## src/rtl/count_game_pkg.sv

```systemverilog
// count_game_pkg: shared state encoding and digit constants for the count game.
package count_game_pkg;
  typedef enum logic [1:0] {IDLE, RUN, HOLD} state_t;
  localparam int DIGIT_W = 4;
  localparam logic [DIGIT_W-1:0] MAX_DIGIT = 4'd9;
endpackage

```

## src/rtl/btn_edge.sv

```systemverilog
// btn_edge: two-flop synchronizer followed by a registered rising-edge pulse.
module btn_edge (
  input  logic clk,
  input  logic rst,
  input  logic din,
  output logic pulse
);
  logic s1, s2, s2_d;
  always_ff @(posedge clk or negedge rst)
    if (!rst) {s1, s2, s2_d, pulse} <= '0;
    else {s1, s2, s2_d, pulse} <= {din, s1, s2, s2 & ~s2_d};
endmodule

```

## src/rtl/count_ctrl.sv

```systemverilog
// count_ctrl: start/stop game FSM with a divided digit counter feeding the display driver.
module count_ctrl
  import count_game_pkg::*;
#(
  parameter int DIV    = 5_000_000,
  parameter int TARGET = 7
) (
  input  logic               clk,
  input  logic               rst,
  input  logic               start_btn,
  input  logic               stop_btn,
  output logic [DIGIT_W-1:0] num,
  output logic               st,
  output logic               win,
  output logic               lose
);
  localparam int CW = DIV > 1 ? $clog2(DIV) : 1;
  localparam logic [CW-1:0] LAST = CW'(DIV - 1);
  localparam logic [DIGIT_W-1:0] TGT = DIGIT_W'(TARGET);
  state_t state, state_n;
  logic [CW-1:0] div_cnt, div_n;
  logic [DIGIT_W-1:0] num_n;
  logic win_n, lose_n, start_p, stop_p, tick;
  btn_edge u_start (.clk(clk), .rst(rst), .din(start_btn), .pulse(start_p));
  btn_edge u_stop  (.clk(clk), .rst(rst), .din(stop_btn),  .pulse(stop_p));
  assign tick = div_cnt == LAST;
  assign st = state != IDLE;
  // stop takes priority over a coinciding digit step, so the frozen digit is the one shown
  always_comb begin
    state_n = state;
    div_n = div_cnt;
    num_n = num;
    win_n = win;
    lose_n = lose;
    case (state)
      IDLE: if (start_p) begin
        state_n = RUN;
        num_n = '0;
        div_n = '0;
      end
      RUN: if (stop_p) begin
        state_n = HOLD;
        win_n = num == TGT;
        lose_n = num != TGT;
      end else begin
        div_n = tick ? '0 : div_cnt + 1'b1;
        num_n = !tick ? num : num == MAX_DIGIT ? '0 : num + 1'b1;
      end
      HOLD: if (start_p) begin
        state_n = RUN;
        num_n = '0;
        div_n = '0;
        win_n = 1'b0;
        lose_n = 1'b0;
      end
      default: state_n = IDLE;
    endcase
  end
  always_ff @(posedge clk or negedge rst)
    if (!rst) begin
      state <= IDLE;
      div_cnt <= '0;
      num <= '0;
      win <= 1'b0;
      lose <= 1'b0;
    end else begin
      state <= state_n;
      div_cnt <= div_n;
      num <= num_n;
      win <= win_n;
      lose <= lose_n;
    end
endmodule

```

## config.mk

```make
export PLATFORM = sky130hd
export DESIGN_NAME = count_ctrl
export DESIGN_NICKNAME = d
export VERILOG_FILES = /design/src/rtl/count_game_pkg.sv /design/src/rtl/btn_edge.sv /design/src/rtl/count_ctrl.sv
export SDC_FILE = /design/constraint.sdc
export NUM_CORES = 1
export LEC_CHECK = 0
export BUFFER_PORTS_ARGS = -buffer_cell sky130_fd_sc_hd__buf_4
export CAP_MARGIN = 25
export CORE_ASPECT_RATIO = 1.2
export CORE_MARGIN = 2
export CORE_UTILIZATION = 50
export DETAILED_ROUTE_END_ITERATION = 10
export GPL_ROUTABILITY_DRIVEN = 0
export GPL_TIMING_DRIVEN = 0
export HOLD_SLACK_MARGIN = 0.12
export PLACE_DENSITY = 0.8
export SLEW_MARGIN = 25
export SYNTH_ARGS = -nofsm -noshare
export SYNTH_HDL_FRONTEND = slang
export SYNTH_SLANG_ARGS = --single-unit
```

## constraint.sdc

```tcl
create_clock -name clk -period 2.16 [get_ports clk]
set_clock_uncertainty 0.15 [all_clocks]
set_input_delay 0.108 -clock clk [delete_from_list [all_inputs] [get_ports clk]]
set_output_delay 0.108 -clock clk [all_outputs]
set_load 0.005 [all_outputs]
```

==> impl_results.md, run 1 <==
- Power density cells: about 1200 mW/mm^2
- CTS tree: built
- YS warnings: 0
- Tot GR Track Use: 23.5%
- Worst IR Drop VDD: ~0.00051 V
- Critical Path Max Stage Delay: ~570 ps
- CTS Buf Count: 5
- Starting Density: between 50% and 60%
- Clock tree sinks: 39
- Port Buf Inserts: 10
- Std cell rows: 25
- CP Capture Type: register
- Layout cell share with drive strength beyond 1: between 30% and 40%
- Clock root buffer: clkbuf_8
- Max-capacitance violation count: 0
- DP Area: ~0.0023 sq mm
- Ys flop type: dfrtp_1
- Core Region: 0.00400 sq mm
- Synth area leaders: dfrtp_1 (46%), ha_1 (4.2%), nand4_1 (3.9%)
- Post-synthesis area per instance: 9.63 sq um
- Number of global-route vias before repair: between 1500 and 2000
- Crit-path cells: or4b_4, nor4_4, buf_6, a211o_4, o21ai_0, a22o_1
- Gr ovfl total: 0
- Final WS setup: -161 ps
- Area Overhead vs Synth: 32.3%
- Starting DRT DRC Count: ~140
- First-pass GRT wire length: between 8000 and 9000 microns
- Psw: about 1400 uW
- Final ANT Viol Nets: 0
- Synthesized cell area: between 0.002 and 0.0025 sq mm
- Crit path launch type: register
- Htree depth: 2
- Max-slew headroom: 57.2%
- CP Max Fanout: 5
- Hold crit path type: primary input to async pin
- Synth Register Bits: 39
- Required @ worst endpoint: around 2200 ps
- Library cells used by synthesis: 48
- Largest net degree at the start of global routing: 40
- Power share of the clock group: roughly 14%
- Synthesized net count: 230
- Asr flop ratio synth: between 90% and 100%
- Die X-Extent: 63.3 microns
- EDFF count, synth: 0
- Inserted Diodes: 0
- Final Setup Violations: 24
- Fmax achieved: between 400 and 500 MHz
- Measured slew at the worst slew-check pin: 635 ps
- Fin nets: 272
- Slew Viols, Final: 0
- Static leakage: approximately 0.0012 uW
- First-pass iteration count of the detailed router: 5
- Total negative setup slack: -2150 ps
- Internal: ~1900 uW
- Kind of critical path: register to register
- Post-Synthesis Cells: approximately 220
- Max stage delay cell, worst path: or4b_4
- RSZ-0062 raised after global routing: yes
- Sw Share: a little over two fifths
- Die area: around 0.0048 sq mm
- Via count: 2052
- Post-Route WL: between 5000 and 6000 microns
- WL/cell: 18.1 microns
- Max Root-Sink Buffers: 2
- Violations in the final reports: negative setup slack
- Minimum clock period: about 2300 ps
- Final hold vios: 0
- Chip Height: around 75 microns
- Worst EP arrival: 2340 ps
- Flop pwr share: 27.6%
- Average via count per standard cell: ~6.5
- Initial antenna violation count: 0
- Worst skew pair latency: approximately 290 ps
- # DRC: 0
- Post-synth top area share: between 40% and 50%
- Register area share after synthesis: 46.3%
- Post-synth top area cell: dfrtp_1
- IO Count: 11
- Reg clk slew, reported paths: approximately 70 ps
- Post-route cell area: 0.00279 sq mm
- Dpl hpwl: ~3000 microns
- DP Worst Slack: -476 ps
- Status: complete, but fails checks
- Tcrit/Tclk final: 107%
- Comb pwr share: between 50 and 60%
-- synth_stat cells, types with 5 or more instances --
master and n:
nor4_1 5, dfrtp_1 39, o31ai_1 5, and3_1 6, nand2_1 17, inv_1 14, a22o_1 6, nor2_1 13
nand3_1 9, nor3_1 5, o21ai_0 13, nand4_1 13, ha_1 7, a21oi_1 11, clkbuf_1 5
-- cell families after synthesis --
| kind of cell | count (synthesis) | synth area share, % |
|---|---|---|
| AO/OA/AOI/OAI | 57 | 18.3 |
| buffers and inverters | 22 | 4.33 |
| multiplexers | 4 | 1.96 |
| AND/OR/NAND/NOR | 90 | 25.0 |
| adder cells (fa/ha/maj) | 7 | 4.15 |
| flip-flops | 39 | 46.3 |
-- path summary, 6_finish.rpt --
kind | depth (start not counted) | end | slack [ps] | from
max | 6 | div_cnt[16]$_DFFE_PN0P_ | -160 | div_cnt[16]$_DFFE_PN0P_
min | 2 | div_cnt[5]$_DFFE_PN0P_ | 180 | rst
max reg2reg | 6 | div_cnt[16]$_DFFE_PN0P_ | -160 | div_cnt[16]$_DFFE_PN0P_
min reg2reg | 0 | u_start.s2$_DFF_PN0_ | 210 | u_start.s1$_DFF_PN0_
max in group asynchronous | 2 | state[1]$_DFFE_PN0P_ | 1310 | rst
min in group clk | 0 | u_start.s2$_DFF_PN0_ | 210 | u_start.s1$_DFF_PN0_
-- per-stage QoR --
step	total power [uW]	hold WS, ps	instances	util, %
2_1_floorplan	1710	-338	219	-
3_3_place_gp	2010	-41.4	283	56.5
3_5_place_dp	2040	-41.0	283	56.5
4_1_cts	2920	179	310	65.8
5_1_grt	3400	210	316	69.7
6_report	3230	176	316	69.7
-- sequential cells by signal, summed over array words and instances (netlist names) --
name           cells
state              2
num                4
u_start.pulse      1
u_stop.s2_d        1
u_start.s2         1
u_start.s2_d       1
lose               1
u_stop.s1          1
div_cnt           23
u_stop.pulse       1
win                1
u_stop.s2          1
u_start.s1         1
-- power by group through the flow --
| stage | clock network [uW] | registers [uW] | logic, uW |
|---|---|---|---|
| after floorplan | 0 | 881 | 825 |
| after global placement | 0 | 891 | 1120 |
| after detailed placement | 0 | 894 | 1150 |
| after CTS | 485 | 875 | 1560 |
| after global routing | 511 | 900 | 1990 |
| final | 469 | 891 | 1870 |
-- worst max-delay path: cells and delay by family, from the launching register on --
| family | cells | cell delay (ps) |
|---|---|---|
| simple gates | 2 | 800 |
| compound gates | 3 | 640 |
| flops | 1 | 440 |
| buf+inv | 1 | 170 |
-- area by class of cell --
cell class              instances  area (sq um)
plain buffers                   7          57.6
clock buffers                   7          76.3
clock inverters                 1          5.00
fillers                       291          1210
inverters                      14          55.1
multi-input cells             159          1260
flip-flops and latches         39           981
well taps                      54          67.6
repair buffers                 35           285
-- placed cells by master, fill, tap and decap left out, drive strengths merged, types with 6 or more instances in the layout --
cell type | Yosys | final
nand3 | 9 | 9
nand2 | 17 | 17
inv | 14 | 14
nor2 | 13 | 13
nand4 | 13 | 13
ha | 7 | 7
a21oi | 11 | 11
dfrtp | 39 | 39
a22o | 6 | 6
nor4 | 7 | 7
o21ai | 16 | 16
and3 | 6 | 6
clkbuf | 5 | 10
buf | 3 | 36
-- repair_timing --
action,4_1_cts,5_1_grt
hold endpoints to repair,41,0
resized for setup,36,31
setup buffers,16,4
setup endpoints to repair,27,27
gates cloned,1,2
pin swaps,16,5
hold buffers,3,0
-- layer usage --
metal | global-route usage (%) | share of wire (%)
met1 | 27.5 | 39
met2 | 42.3 | 49
met3 | 4.33 | 7.6
met4 | 11.6 | 4.7
met5 | 0 | 0
(Power assumes the default switching activity.)
==> inputs of run 2 (changes only) <==
CORE_ASPECT_RATIO = 1.25   (was 1.2)
CORE_UTILIZATION = 30   (was 50)
PLACE_DENSITY = 0.57   (was 0.8)
==> run 2 against run 1 <==
The flow still finishes with violations (negative setup slack). Sequential share of layout area fell by 2.6 points. Routed wire length rose by 0.11%. Sequential cell count did not move. Worst setup slack improved by 13 ps. Critical path depth rose by 1. Die area rose by 62%. Clock power rose by 33%. Non-clock buffer count rose by 8. Worst hold slack got worse by 14 ps. Register-to-register slack barely moved. Total power rose by 11%. Global-route usage fell by 7.7 points. Critical path type unchanged.
==> impl_results.md, run 2 (synthesis gave the netlist of run 1 again) <==
- Status: complete, but fails checks
- Violations in the final reports: negative setup slack
- Clock tree sinks: 39 (unchanged)
- CTS tree: built
- Port Buf Inserts: 10 (unchanged)
- # DRC: 0 (unchanged)
- WL/cell: 15.9 microns (-12%)
- Required @ worst endpoint: 2200 ps (+20 ps)
- First-pass GRT wire length: 9610 microns (+12%)
- Final non-filler cell total: 360 (+14%)
- CTS Buf Count: 5 (unchanged)
- Max stage delay cell, worst path: or4b_4
- Area of the multi-input gates: 0.00130 sq mm (+2.8%)
- Post-route cell area: 0.00301 sq mm (+7.7%)
- Core Region: 0.00689 sq mm (+72%)
- Gr ovfl total: 0 (unchanged)
- Fmax achieved: 433 MHz (+0.55%)
- Reg clk slew, reported paths: 90 ps (+20 ps)
- Final WS setup: -149 ps (+12.7 ps)
- Buf/Inv on CP: 2 (+1)
- Tcrit/Tclk final: 107% (-0.59 points)
- Fin nets: 280 (+2.9%)
- Starting DRT DRC Count: 174 (+25%)
- Starting Density: 30.6% (-22 points)
- CP most frequent cell: buf_6
- PnR Total Power: 3590 uW (+11%)
- Final hold vios: 0 (unchanged)
- DP Area: 0.00231 sq mm (+2.0%)
- Average via count per standard cell: 5.39 (-17%)
- Std cell rows: 34 (+36%)
- Register with the most flip-flops: div_cnt
- Critical Path Sink: div_cnt[20]$_DFFE_PN0P_
- CP Max Fanout: 5 (unchanged)
- Worst r2r dst: div_cnt[20]$_DFFE_PN0P_
- IO Count: 11 (unchanged)
- Max-capacitance violation count: 0 (unchanged)
- # fillers: 679 (+130%)
- RSZ-0062 raised after global routing: yes
- CP startpoint: div_cnt[13]$_DFFE_PN0P_
- Power density cells: 1190 mW/mm^2 (+3.1%)
- Largest net degree at the start of global routing: 40 (unchanged)
- Final ANT Viol Nets: 0 (unchanged)
- Via count: 1940 (-5.5%)
- Register Area: 978 sq um (-0.26%)
- Hold crit path type: primary input to async pin
- Layout cell share with drive strength beyond 1: 36.3% (+3.1 points)
- Worst IR Drop VDD: 0.000403 V (-21%)
- Htree depth: 2 (unchanged)
- Critical Path Max Stage Delay: 530 ps (-40 ps)
- Critical path's top delay family: simple AND/OR/NAND/NOR gates
- Inserted Diodes: 0 (unchanged)
- Initial antenna violation count: 0 (unchanged)
- Die area: 0.00772 sq mm (+62%)
- Max-slew headroom: 62.0% (+4.8 points)
- Chip Height: 97.8 microns (+30%)
- Number of global-route vias before repair: 1923 (+0.84%)
- Max Root-Sink Buffers: 2 (unchanged)
- Worst skew pair latency: 300 ps (about the same)
- Crit-path cells: or4b_4, nor4_4, buf_6, a211o_4, buf_6, o21ai_0, a32o_1
- Dpl hpwl: 3370 microns (+12%)
- R2R depth: 7 (+1)
- Area Overhead vs Synth: 42.5%
- Kind of critical path: register to register
- Placed Cells: 319 (+13%)
- Final Setup Violations: 24 (unchanged)
- Post-Route WL: 5720 microns (+0.11%)
- CP Capture Type: register
- First-pass iteration count of the detailed router: 4 (-1)
- Clock root buffer: clkbuf_8
- CP Depth: 7 (+1)
- Minimum clock period: 2310 ps (-12.7 ps)
- Tot GR Track Use: 15.9% (-7.7 points)
- Static leakage: 0.00131 uW (+7.9%)
- Die X-Extent: 79 microns (+25%)
- Commonest non-fill, non-tap cell in the layout: dfrtp_1
- Reg2reg start: div_cnt[13]$_DFFE_PN0P_
- Worst EP arrival: 2350 ps (about the same)
- Measured slew at the worst slew-check pin: 564 ps (-71.3 ps)
- Crit path launch type: register
- Slew Viols, Final: 0 (unchanged)
- R2r setup slk: -150 ps (about the same)
- Most frequent cells in the layout: dfrtp_1 (37), buf_4 (31), nand2_1 (15)
- Leading registers by flop count: div_cnt (23), num (4), state (2)
- Max reg flops: 23 (unchanged)
[run 2: layout make-up]
cell class | count | area share, %
Tap cell | 90 | 3.75
Clock buffer | 5 | 2.29
Clock inverter | 3 | 1.46
Inverter | 14 | 1.75
Sequential cell | 39 | 32.6
Multi-Input combinational cell | 159 | 43.2
Buffer | 7 | 2.46
Timing Repair Buffer | 43 | 12.6
[run 2: report_power, final]
part           internal [uW]  total [uW]  switching, uW  leakage [uW]
Sequential               802         881           79.4      0.000518
Combinational            992        2080           1090      0.000736
Clock                    344         622            278     0.0000581
[run 2: metrics by stage]
stage	util, %	hold slack, ps	TNS (ps)	setup WS (ps)
after floorplan	-	-338	-77.2	-39.9
after global placement	33.5	-31.3	-10680	-533
after detailed placement	33.5	-26.6	-11670	-588
after CTS	41.6	189	-1050	-114
after global routing	43.6	215	-3220	-195
final	43.6	162	-1550	-149
[run 2: how the worst min path moves through the flow]
stage	from	to	slack, ps	cells after the start
2_1_floorplan	rst	div_cnt[0]$_DFFE_PN0P_	-340	0
3_3_place_gp	rst	div_cnt[2]$_DFFE_PN0P_	-30	1
3_5_place_dp	rst	div_cnt[2]$_DFFE_PN0P_	-30	1
4_1_cts	rst	div_cnt[2]$_DFFE_PN0P_	190	2
5_1_grt	u_stop.s1$_DFF_PN0_	u_stop.s2$_DFF_PN0_	210	0
6_report	rst	div_cnt[2]$_DFFE_PN0P_	160	2
[run 2: routing by layer]
layer	global-route usage [%]	vias to the layer above	share of wire, %
li1	-	918	-
met3	2.87	11	2.2
met1	18.8	974	41
met4	7.56	0	2.8
met5	0	-	0
met2	27.4	37	54
[run 2: timing repair]
item / in CTS / in global routing
pin swaps: 23 / 4
cloned: 3 / 1
gates resized for setup: 54 / 20
setup buffers: 22 / 6
setup endpoints to repair: 27 / 27
hold buffers: 3 / 0
hold endpoints to repair: 41 / 0
==> inputs of run 3 (changes only) <==
CORE_MARGIN = not set   (was 2)
SETUP_SLACK_MARGIN = 0.1   (was not set)
==> run 3 against run 2 <==
The flow still finishes with violations (negative setup slack). Worst setup slack better by 17 ps. Clock-buffer cell count unchanged. Register-to-register slack better by 20 ps. Die area fell by 4.5%. Fmax up 0.74%. First-iteration DRC count is 42% lower. Total power decreased by 2.3%. Largest power group unchanged.
==> impl_results.md, run 3 (synthesis gave the netlist of run 1 again) <==
- Post-Route WL: 5490 microns (-3.9%)
- CTS Buf Count: 5 (unchanged)
- Tcrit/Tclk final: 106% (-0.79 points)
- Layout cell share with drive strength beyond 1: 35.5% (-0.82 points)
- Initial antenna violation count: 0 (unchanged)
- RSZ-0062 raised after global routing: yes
- Area Overhead vs Synth: 38.6%
- R2R depth: 7 (unchanged)
- Max-capacitance violation count: 0 (unchanged)
- CP most frequent cell: buf_6
- CTS tree: built
- Fin nets: 275 (-1.8%)
- PnR Total Power: 3510 uW (-2.3%)
- Crit path launch type: register
- Tot GR Track Use: 15.8% (-0.10 points)
- Die X-Extent: 77 microns (-2.5%)
- Core Region: 0.00669 sq mm (-2.9%)
- Kind of critical path: register to register
- Wl on met1: 2270 microns (-3.2%)
- IO Count: 11 (unchanged)
- Htree depth: 2 (unchanged)
- Chip Height: 95.8 microns (-2.0%)
- WL/cell: 15.6 microns (-1.7%)
- Worst IR Drop VDD: 0.000588 V (+46%)
- Hold crit path type: primary input to async pin
- Max-slew headroom: 51.3% (-11 points)
- Status: complete, but fails checks
- Leading registers by flop count: div_cnt (23), num (4), state (2)
- Met3 routed WL: 147 microns (+20%)
- First-pass iteration count of the detailed router: 4 (unchanged)
- Reg2reg start: div_cnt[16]$_DFFE_PN0P_
- Clock root buffer: clkbuf_8
- Std cell rows: 33 (-2.9%)
- Measured slew at the worst slew-check pin: 722 ps (+159 ps)
- Slew Viols, Final: 0 (unchanged)
- Worst r2r dst: div_cnt[17]$_DFFE_PN0P_
- Required @ worst endpoint: 2200 ps (about the same)
- Most frequent cells in the layout: dfrtp_1 (37), buf_4 (29), nand2_1 (15)
- Clock tree sinks: 39 (unchanged)
- CP Max Fanout: 5 (unchanged)
- # DRC: 0 (unchanged)
- Max Root-Sink Buffers: 2 (unchanged)
- Worst EP arrival: 2330 ps (-20 ps)
- Critical path's top delay family: simple AND/OR/NAND/NOR gates
- Commonest non-fill, non-tap cell in the layout: dfrtp_1
- Starting DRT DRC Count: 101 (-42%)
- Reg clk slew, reported paths: 80 ps (about the same)
- # fillers: 640 (-5.7%)
- First-pass GRT wire length: 9030 microns (-6.0%)
- R2r setup slk: -130 ps (+20 ps)
- Gr ovfl total: 0 (unchanged)
- Largest net degree at the start of global routing: 40 (unchanged)
- Number of global-route vias before repair: 1834 (-4.6%)
- CP Capture Type: register
- Final hold vios: 0 (unchanged)
- Final WS setup: -132 ps (+17.0 ps)
- Inserted Diodes: 0 (unchanged)
- Critical Path Max Stage Delay: 560 ps (+30 ps)
- Dpl hpwl: 3280 microns (-2.6%)
- Register with the most flip-flops: div_cnt
- Metal2 WL: 2890 microns (-6.3%)
- Minimum clock period: 2290 ps (-17.0 ps)
- Violations in the final reports: negative setup slack
- Port Buf Inserts: 10 (unchanged)
- Starting Density: 31.5% (+0.93 points)
- Final ANT Viol Nets: 0 (unchanged)
- Buf/Inv on CP: 2 (unchanged)
- Final Setup Violations: 23 (-4.2%)
- Crit-path cells: or4b_4, nor4_4, buf_6, a211o_4, buf_6, o21ai_2, mux2_4
- Power density cells: 1200 mW/mm^2 (+0.47%)
- Fmax achieved: 436 MHz (+0.74%)
- Static leakage: 0.00126 uW (-3.9%)
- Die area: 0.00737 sq mm (-4.5%)
- Worst skew pair latency: 300 ps (about the same)
- Max reg flops: 23 (unchanged)
- Max stage delay cell, worst path: or4b_4
- DP Worst Slack: -452 ps (+136 ps)
- Via count: 1907 (-1.7%)
- Average via count per standard cell: 5.42 (+0.53%)
- Top Layer Used: met4
- Finished Core Util: 43.7% (+0.11 points)
==> run 3: changes by cell type in the layout (fill, tap and decap cells not counted), sizes merged <==
cell	previous run	this run
clkbuf	11	8
a21boi	3	2
buf	41	40
==> run 3: what timing repair did <==
| item | CTS | global route |
|---|---|---|
| buffers inserted | 17 | 6 |
| resized for setup | 46 | 29 |
| setup endpoints to repair | 27 | 27 |
| hold endpoints to repair | 41 | 0 |
| gates cloned | 2 | 0 |
| pin swaps | 16 | 5 |
| hold buffers | 3 | 0 |
==> run 3: stage by stage <==
step           std cells  instance area (sq um)  hold WS, ps  setup TNS, ps
6_report             352                   2920          157          -1520
4_1_cts              346                   2790          182          -2080
2_1_floorplan        219                   2130         -338          -29.9
3_5_place_dp         316                   2310        -31.2          -8770
3_3_place_gp         316                   2310        -33.3          -8340
5_1_grt              352                   2920          211          -3150
==> run 3: worst max-delay path by stage <==
stage	from	to	cells after the start
final	div_cnt[16]$_DFFE_PN0P_	div_cnt[17]$_DFFE_PN0P_	7
after global routing	div_cnt[16]$_DFFE_PN0P_	num[2]$_DFFE_PN0P_	6
after CTS	div_cnt[12]$_DFFE_PN0P_	num[2]$_DFFE_PN0P_	7
after detailed placement	state[0]$_DFFE_PN0P_	div_cnt[20]$_DFFE_PN0P_	8
after global placement	state[0]$_DFFE_PN0P_	div_cnt[20]$_DFFE_PN0P_	8
after floorplan	div_cnt[21]$_DFFE_PN0P_	div_cnt[17]$_DFFE_PN0P_	6
==> run 3: routing by layer <==
metal,track usage (%),vias to the layer above
li1,-,910
met4,10.2,0
met1,17.7,942
met2,28.0,41
met3,2.46,14
met5,0,-
==> run 3: area by class of cell <==
class	instances	area, sq um	area share (%)
repair buffers	38	313	10.7
well taps	87	109	3.72
flip-flops and latches	39	978	33.5
inverters	14	52.6	1.80
clock inverters	3	43.8	1.50
plain buffers	8	88.8	3.04
clock buffers	5	68.8	2.35
multi-input cells	158	1270	43.4
==> run 3: power breakdown <==
group	internal [uW]	total (uW)	switching, uW	leakage [uW]
sequential	802	883	81.5	0.000518
clock	344	622	278	0.0000581
combinational	945	2000	1060	0.000684
total	2090	3510	1420	0.00126
